`src/rtl/vec_ser_pkg.sv`:
```
// Shared constants, FSM state type and lane slicing helper for the lane serializer.
package vec_ser_pkg;

   localparam int unsigned LANE_W    = 12;
   localparam int unsigned NUM_LANES = 3;
   localparam int unsigned IN_W      = 41;
   localparam int unsigned TAIL_W    = IN_W - LANE_W * NUM_LANES;
   localparam int unsigned IDX_W     = 2;

   typedef enum logic [0:0] {IDLE, SEND} state_e;

   function automatic logic [LANE_W-1:0] lane_slice(input logic [IN_W-1:0]  word,
                                                    input logic [IDX_W-1:0] idx);
      return word[int'(idx) * LANE_W +: LANE_W];
   endfunction

endpackage

```
`src/rtl/vec_word_buf.sv`:
```
// Single-entry holding register with a valid flag; load wins over clear.
module vec_word_buf #(
   parameter int unsigned W = 8
) (
   input  logic         clk,
   input  logic         rst_n,
   input  logic         load,
   input  logic         clear,
   input  logic [W-1:0] din,
   output logic [W-1:0] dout,
   output logic         valid
);

   always_ff @(posedge clk or negedge rst_n) begin
      if (!rst_n) begin
         valid <= 1'b0;
         dout  <= '0;
      end else if (load) begin
         valid <= 1'b1;
         dout  <= din;
      end else if (clear) begin
         valid <= 1'b0;
      end
   end

endmodule

```
`src/rtl/vec_lane_serializer.sv`:
```
// Splits each combiner word into NUM_LANES lane beats; one active word plus one
// pending word so upstream only stalls when both slots are occupied.
module vec_lane_serializer
   import vec_ser_pkg::*;
#(
   parameter int unsigned CNT_W = 16
) (
   input  logic              clk,
   input  logic              rst_n,
   input  logic              in_valid,
   output logic              in_ready,
   input  logic [IN_W-1:0]   in_data,
   output logic              out_valid,
   input  logic              out_ready,
   output logic [LANE_W-1:0] out_lane,
   output logic [IDX_W-1:0]  out_idx,
   output logic              out_last,
   output logic [TAIL_W-1:0] out_tail,
   output logic [CNT_W-1:0]  word_cnt
);

   state_e             state_q;
   logic [IN_W-1:0]    active_q;
   logic [IDX_W-1:0]   idx_q;
   logic [CNT_W-1:0]   cnt_q;

   logic               pend_valid;
   logic [IN_W-1:0]    pend_data;

   logic sending, lane_last, in_fire, out_fire, word_done, pend_load, pend_clear;

   assign sending   = (state_q == SEND);
   assign lane_last = (idx_q == IDX_W'(NUM_LANES - 1));

   // in_ready depends on registered state only, never on out_ready.
   assign in_ready  = ~pend_valid;
   assign in_fire   = in_valid & in_ready;
   assign out_fire  = sending & out_ready;
   assign word_done = out_fire & lane_last;

   // A word arriving on the final beat with pend empty goes straight to active.
   assign pend_load  = in_fire & sending & ~word_done;
   assign pend_clear = word_done & pend_valid;

   vec_word_buf #(
      .W (IN_W)
   ) u_pend (
      .clk   (clk),
      .rst_n (rst_n),
      .load  (pend_load),
      .clear (pend_clear),
      .din   (in_data),
      .dout  (pend_data),
      .valid (pend_valid)
   );

   always_ff @(posedge clk or negedge rst_n) begin
      if (!rst_n) begin
         state_q  <= IDLE;
         active_q <= '0;
         idx_q    <= '0;
         cnt_q    <= '0;
      end else begin
         unique case (state_q)
            IDLE: begin
               if (in_fire) begin
                  active_q <= in_data;
                  idx_q    <= '0;
                  state_q  <= SEND;
               end
            end
            SEND: begin
               if (out_fire && !lane_last) begin
                  idx_q <= idx_q + 1'b1;
               end else if (word_done) begin
                  if (cnt_q != '1) cnt_q <= cnt_q + 1'b1;
                  idx_q <= '0;
                  if (pend_valid) begin
                     active_q <= pend_data;
                  end else if (in_fire) begin
                     active_q <= in_data;
                  end else begin
                     state_q <= IDLE;
                  end
               end
            end
            default: state_q <= IDLE;
         endcase
      end
   end

   assign out_valid = sending;
   assign out_lane  = sending ? lane_slice(active_q, idx_q) : '0;
   assign out_idx   = sending ? idx_q : '0;
   assign out_last  = sending & lane_last;
   assign out_tail  = (sending && lane_last) ? active_q[IN_W-1 -: TAIL_W] : '0;
   assign word_cnt  = cnt_q;

endmodule
```
`config.mk`:
```
export PLATFORM = sky130hd
export DESIGN_NAME = vec_lane_serializer
export DESIGN_NICKNAME = d
export VERILOG_FILES = /design/src/rtl/vec_ser_pkg.sv /design/src/rtl/vec_word_buf.sv /design/src/rtl/vec_lane_serializer.sv
export SDC_FILE = /design/constraint.sdc
export NUM_CORES = 1
export LEC_CHECK = 0
export ABC_AREA = 1
export BUFFER_PORTS_ARGS = -buffer_cell sky130_fd_sc_hd__buf_4
export CAP_MARGIN = 0
export CELL_PAD_IN_SITES_DETAIL_PLACEMENT = 2
export CELL_PAD_IN_SITES_GLOBAL_PLACEMENT = 2
export CORE_UTILIZATION = 35
export CTS_CLUSTER_DIAMETER = 50
export DETAILED_ROUTE_END_ITERATION = 12
export PLACE_DENSITY = 0.82
export SYNTH_ARGS = -nofsm -noshare
export SYNTH_HDL_FRONTEND = slang
export SYNTH_SLANG_ARGS = --single-unit
```
`constraint.sdc`:
```
create_clock -name clk -period 4.4 [get_ports clk]
set_clock_uncertainty 0.1 [all_clocks]
set_input_delay 0.88 -clock clk [delete_from_list [all_inputs] [get_ports clk]]
set_output_delay 0.88 -clock clk [all_outputs]
set_load 0.01 [all_outputs]
```
==> out/metrics.cfg, run 1 <==
[timing]
setup_tns_ns=0
relSlewSlack=0.281
finalCriticalPeriod_ns=3.53
grt_setup_unrepaired=false
worst_pin_slew_ns=1.08
setup_violations=0
final-hold-violation-count=0
setup_ws_ns=0.872
min_period_over_period=0.802
slew_violations=0
fmax_mhz=283

[placed_design]
numPortBuffers=82
place_ws_ns=0.930
hpwl_microns=11500
place.gp.congestion=0.809
post_dp_cell_area_sq_um=5770

[detailed_routing]
ant_nets=0
first_iter_violations=252
viasPerCell=5.13
wl_per_cell_microns=18.2
dr_total_vias=4555
drc=0
drt_wl_total_microns=16100
dr.pass1.iters=4

[finish]
design_area_sq_um=6050
drive_gt1_frac=0.168
fin_util=0.433
diodes=0
layout.nets=750
nFillCells=1629
syn2layout_area_growth_pct=19.3

[clock_tree]
cts_resized=0
numCtsBuffers=9
cts_tree=done
postCtsSetupRepairBufs=0
cts_root_buf=clkbuf_16
htreeDepth=3
clk_pin_slew_worst_paths_ns=0.08
cts_hold_buf=0
clock_latency_ns=0.35
cts_buffer_depth=2
cts_sinks=102

[grt]
grt_pass1_wl_microns=26400
grt_max_degree=56
grt_usage=0.232
antenna_found_initial=0
gr-total-overflow=0
grt_pass1_vias=5099

[critical_path]
worstPathCellList=inv_1 > ha_1 > inv_1 > nor2_4 > nor2_4 > nand3_2 > buf_4 > nand2_1 > o21ai_1
cpPeakStageDelay_ns=0.82
worstSetupPathType=register to register
reg2reg_from=idx_q[0]
end_kind=register
crit_slowest_cell=dfrtp_1
cp.arrival_ns=3.66
worst-path-max-fanout=41
rr_worst_depth=9
required_ns=4.53
r2r_slack_ns=0.87
rr_endpoint=u_pend.dout[39]
start_kind=register

[yosys]
yosysSeqAreaShare=0.503
synth_area_sq_um=5070
ys_warn_count=0
syn_avg_cell_area_sq_um=7.96
synth_seq_cells=102
syn_nets=684
yosysUniqueCellTypes=26
netlist_instances=637
synth_top_area_frac=0.503
synth_area_leaders=dfrtp_1 50%, nand2_1 11%, inv_1 7.8%, o22ai_1 5.1%, o21ai_1 5.0%
yosysTopAreaCell=dfrtp_1

[min_path]
hold_end=active_q[17]
holdPathStages=2
min_from=active_q[17]
hold_path.class=register to register

[pwr]
p_leak_nw=3.03
finalPower_mw=4.42
ir_drop_uv=248
power.density_nw_per_um2=731

[die]
die_w_microns=122
die-area_sq_um=15000
boundaryPins=83
core-area_sq_um=14000
dieHeight_microns=122
start_util=0.363
row_count=43

[flow_run]
cap_violations=0

[status]
status=finished clean

==> cells in the final DEF, fill, tap and decap left out <==
cell,n
a21boi_0,1
a21oi_1,9
a21oi_4,1
buf_4,88
clkbuf_16,9
clkbuf_8,2
clkinv_2,3
clkinv_4,1
dfrtp_1,102
ha_1,2
inv_1,106
inv_2,2
inv_6,1
nand2_1,144
nand2_2,2
nand2_4,1
nand3_1,20
nand3_2,1
nand4_1,4
nor2_1,45
nor2_4,2
o21ai_0,47
o21ai_1,51
o21ai_2,6
o22ai_1,41
o31ai_1,8
o32ai_1,1
xor2_1,8
==> registers in the layout, summed over array words and instances, names as in the netlist <==
signal	flops
active_q	41
u_pend.dout	41
word_cnt	16
idx_q	2
out_valid	1
u_pend.valid	1
==> report_power, final <==
part	switching (mW)	total (mW)	internal, mW
registers	0.335	1.70	1.36
clock network	0.367	0.782	0.415
logic	1.20	1.95	0.750
total	1.90	4.42	2.53
==> area by class of cell <==
cell class,count,area [sq um],share of cell area
clock buffer,11,253,0.0418
clock inverter,5,32.5,0.00538
inverter,108,405,0.0670
multi-input combinational,394,1920,0.318
sequential,102,2550,0.422
tap,180,225,0.0372
timing repair buffer,88,661,0.109
==> critical path, delay by kind of cell, from the launching register on <==
family                     cells  cell delay [ns]
DFF                            1             0.82
adders and majority gates      1             0.37
AOI/OAI and AO/OA              1             0.07
buffers and inverters          3             1.06
and+or+nand+nor                4             0.97
==> cells by family after synthesis <==
logic type | count (synthesis) | share of synthesized area
AO/OA/AOI/OAI | 165 | 0.185
XOR/XNOR | 8 | 0.0138
adder cells (fa/ha/maj) | 2 | 0.00493
buffers and inverters | 141 | 0.117
AND/OR/NAND/NOR | 219 | 0.176
flip-flops | 102 | 0.503
==> metal layers <==
layer | global-route usage | share of wire
met4 | 0.0633 | 0.016
met2 | 0.418 | 0.52
met5 | 0 | 0
met1 | 0.276 | 0.43
met3 | 0.0479 | 0.035
==> worst max path at each step <==
stage                   from              end  slack [ns]  cells past startpoint
global route        idx_q[0]  u_pend.dout[39]        0.54                      9
CTS                 idx_q[0]  u_pend.dout[39]        0.88                      9
global placement    idx_q[0]   u_pend.dout[1]        1.14                      9
detailed placement  idx_q[0]  u_pend.dout[39]        0.93                      9
floorplan           idx_q[0]      out_tail[0]        2.14                      6
finish              idx_q[0]  u_pend.dout[39]        0.87                      9
==> synth_stat cells <==
library cell / n
a21boi_0: 1
clkbuf_1: 7
nand2_1: 144
nor2_1: 45
a21oi_1: 9
nand2_2: 2
nand3_2: 1
buf_4: 6
o21ai_0: 47
dfrtp_1: 102
o21ai_2: 6
buf_6: 3
xor2_1: 8
o31ai_1: 8
inv_2: 2
inv_1: 106
ha_1: 2
o21ai_1: 51
buf_2: 17
o32ai_1: 1
nand2_4: 1
nand3_1: 20
nand4_1: 4
a21oi_4: 1
nor2_4: 2
o22ai_1: 41
==> metrics by stage <==
step	hold slack, ns	std cells
after floorplan	0.348	637
after global placement	0.367	872
after detailed placement	0.375	872
after CTS	0.396	888
after global routing	0.414	888
final	0.393	888
Power figures use the tool's default switching activity.
==> run 2, diff against run 1 <==
Settings changed: CORE_UTILIZATION 35 to 30, PLACE_DENSITY 0.82 to 0.74.
Clock period 4.4 ns to 3 ns, I/O delays scaled along.
==> out/metrics.cfg, run 2 (same netlist as run 1, synthesis figures left out) <==
[status]
status=finished clean

[flow_run]
cap_violations=0  ; unchanged

[timing]
grt_setup_unrepaired=false
relSlewSlack=0.486  ; +0.205
setup_tns_ns=0  ; unchanged
slew_violations=0  ; unchanged
min_period_over_period=0.903
worst_pin_slew_ns=0.769  ; -0.306 ns
setup_ws_ns=0.292  ; -0.580 ns
fmax_mhz=369
finalCriticalPeriod_ns=2.71
final-hold-violation-count=0  ; unchanged
setup_violations=0  ; unchanged

[pwr]
p_int_mw=3.77  ; +49%
p_sw_mw=2.75  ; +45%
p_leak_nw=3.05  ; +0.84%
clkPwrFrac=0.174  ; -0.003
netSwitchingFraction=0.421  ; -0.00758
power.density_nw_per_um2=1060  ; +45%
power_frac_seq=0.376  ; -0.007
finalPower_mw=6.52  ; +47%
ir_drop_uv=365  ; +47%
combPwrFrac=0.450  ; +0.010

[detailed_routing]
dr_total_vias=4614  ; +1.3%
ant_nets=0  ; unchanged
wl_per_cell_microns=17.4  ; -4.1%
dr.pass1.iters=4  ; unchanged
drt_wl_total_microns=16200  ; +0.40%
first_iter_violations=143  ; -43%
viasPerCell=4.96  ; -3.3%
drc=0  ; unchanged

[grt]
grtUsageMet1=0.234  ; -0.0426
gr-total-overflow=0  ; unchanged
antenna_found_initial=0  ; unchanged
grt_busiest_layer=met2
grt_pass1_wl_microns=26800  ; +1.9%
grt_max_degree=84  ; +50%
grtUsageMet2=0.355  ; -0.0628
grt_pass1_vias=5176  ; +1.5%
grt_use_met3=0.0404  ; -0.00749
grt_usage=0.197  ; -0.0349

[finish]
fin_util=0.373  ; -0.0599
layout.nets=754  ; +0.53%
diodes=0  ; unchanged
final_cell_mix=144 x nand2_1, 106 x inv_1, 102 x dfrtp_1
nFillCells=1904  ; +17%
design_area_sq_um=6160  ; +1.8%
syn2layout_area_growth_pct=21.5
final_common_cell=nand2_1
drive_gt1_frac=0.169  ; +0.000935

[clock_tree]
cts_tree=done
clock_latency_ns=0.35  ; about the same
numCtsBuffers=9  ; unchanged
cts_resized=0  ; unchanged
cts_root_buf=clkbuf_16
cts_buffer_depth=2  ; unchanged
postCtsSetupRepairBufs=0  ; unchanged
cts_hold_buf=0  ; unchanged
htreeDepth=3  ; unchanged
cts_sinks=102  ; unchanged
clk_pin_slew_worst_paths_ns=0.07  ; about the same

[critical_path]
cp.arrival_ns=2.01  ; -1.65 ns
worst-path-max-fanout=14  ; -66%
required_ns=2.30  ; -2.23 ns
start_kind=register
end_kind=primary output
worstSetupPathType=register to primary output

[placed_design]
place.gp.congestion=0.770  ; -4.9%
post_dp_cell_area_sq_um=5880  ; +2.0%
numPortBuffers=82  ; unchanged
hpwl_microns=11800  ; +3.1%
place_ws_ns=0.453  ; -0.476 ns

[die]
die-area_sq_um=17400  ; +16%
row_count=47  ; +9.3%
dieHeight_microns=132  ; +7.9%
start_util=0.307  ; -0.0556
die_w_microns=132  ; +7.9%
boundaryPins=83  ; unchanged
core-area_sq_um=16500  ; +18%

[min_path]
hold_path.class=input pin to asynchronous set/reset pin

==> run 2: per-layer routing <==
| metal | share of wire | routed length (microns) |
|---|---|---|
| met1 | 0.42 | 6840 |
| met2 | 0.52 | 8440 |
| met3 | 0.042 | 675 |
| met4 | 0.015 | 249 |
| met5 | 0 | 0 |
==> run 2: path summary, 6_finish.rpt <==
check	from	end	slack (ns)	depth (start not counted)
min in group clk	active_q[38]	active_q[38]	0.39	2
max in group asynchronous	rst_n	u_pend.dout[5]	1.95	2
hold / removal	rst_n	u_pend.dout[38]	0.16	1
setup reg to reg	idx_q[0]	active_q[3]	0.47	10
setup / recovery	out_valid	out_lane[3]	0.29	5
hold reg to reg	active_q[38]	active_q[38]	0.39	2
==> run 2: critical path, stage by stage (launching register included) <==
cell	delay (ns)
dfrtp_1	0.70
nand2_1	0.29
a21oi_1	0.20
o21ai_0	0.14
o31ai_1	0.13
buf_4	0.19
==> run 2: layout make-up <==
| class | count | area, sq um | area share |
|---|---|---|---|
| clock buffers | 13 | 270 | 0.0439 |
| flip-flops and latches | 102 | 2550 | 0.414 |
| inverters | 108 | 405 | 0.0658 |
| multi-input cells | 394 | 1920 | 0.312 |
| well taps | 220 | 275 | 0.0447 |
| repair buffers | 92 | 728 | 0.118 |
| clock inverters | 1 | 5.00 | 0.000813 |
==> run 2: through the flow <==
stage / hold slack (ns) / std cells
detailed placement: 0.378 / 916
global route: 0.203 / 930
finish: 0.163 / 930
global placement: 0.367 / 916
floorplan: 0.204 / 637
CTS: 0.175 / 930
==> run 2: power by group through the flow <==
stage	clock network, mW	logic (mW)	registers (mW)
6_report	1.13	2.93	2.45
2_1_floorplan	0	1.91	2.30
3_3_place_gp	0	2.83	2.43
4_1_cts	1.17	3.01	2.46
5_1_grt	1.20	3.31	2.54
3_5_place_dp	0	3.00	2.47
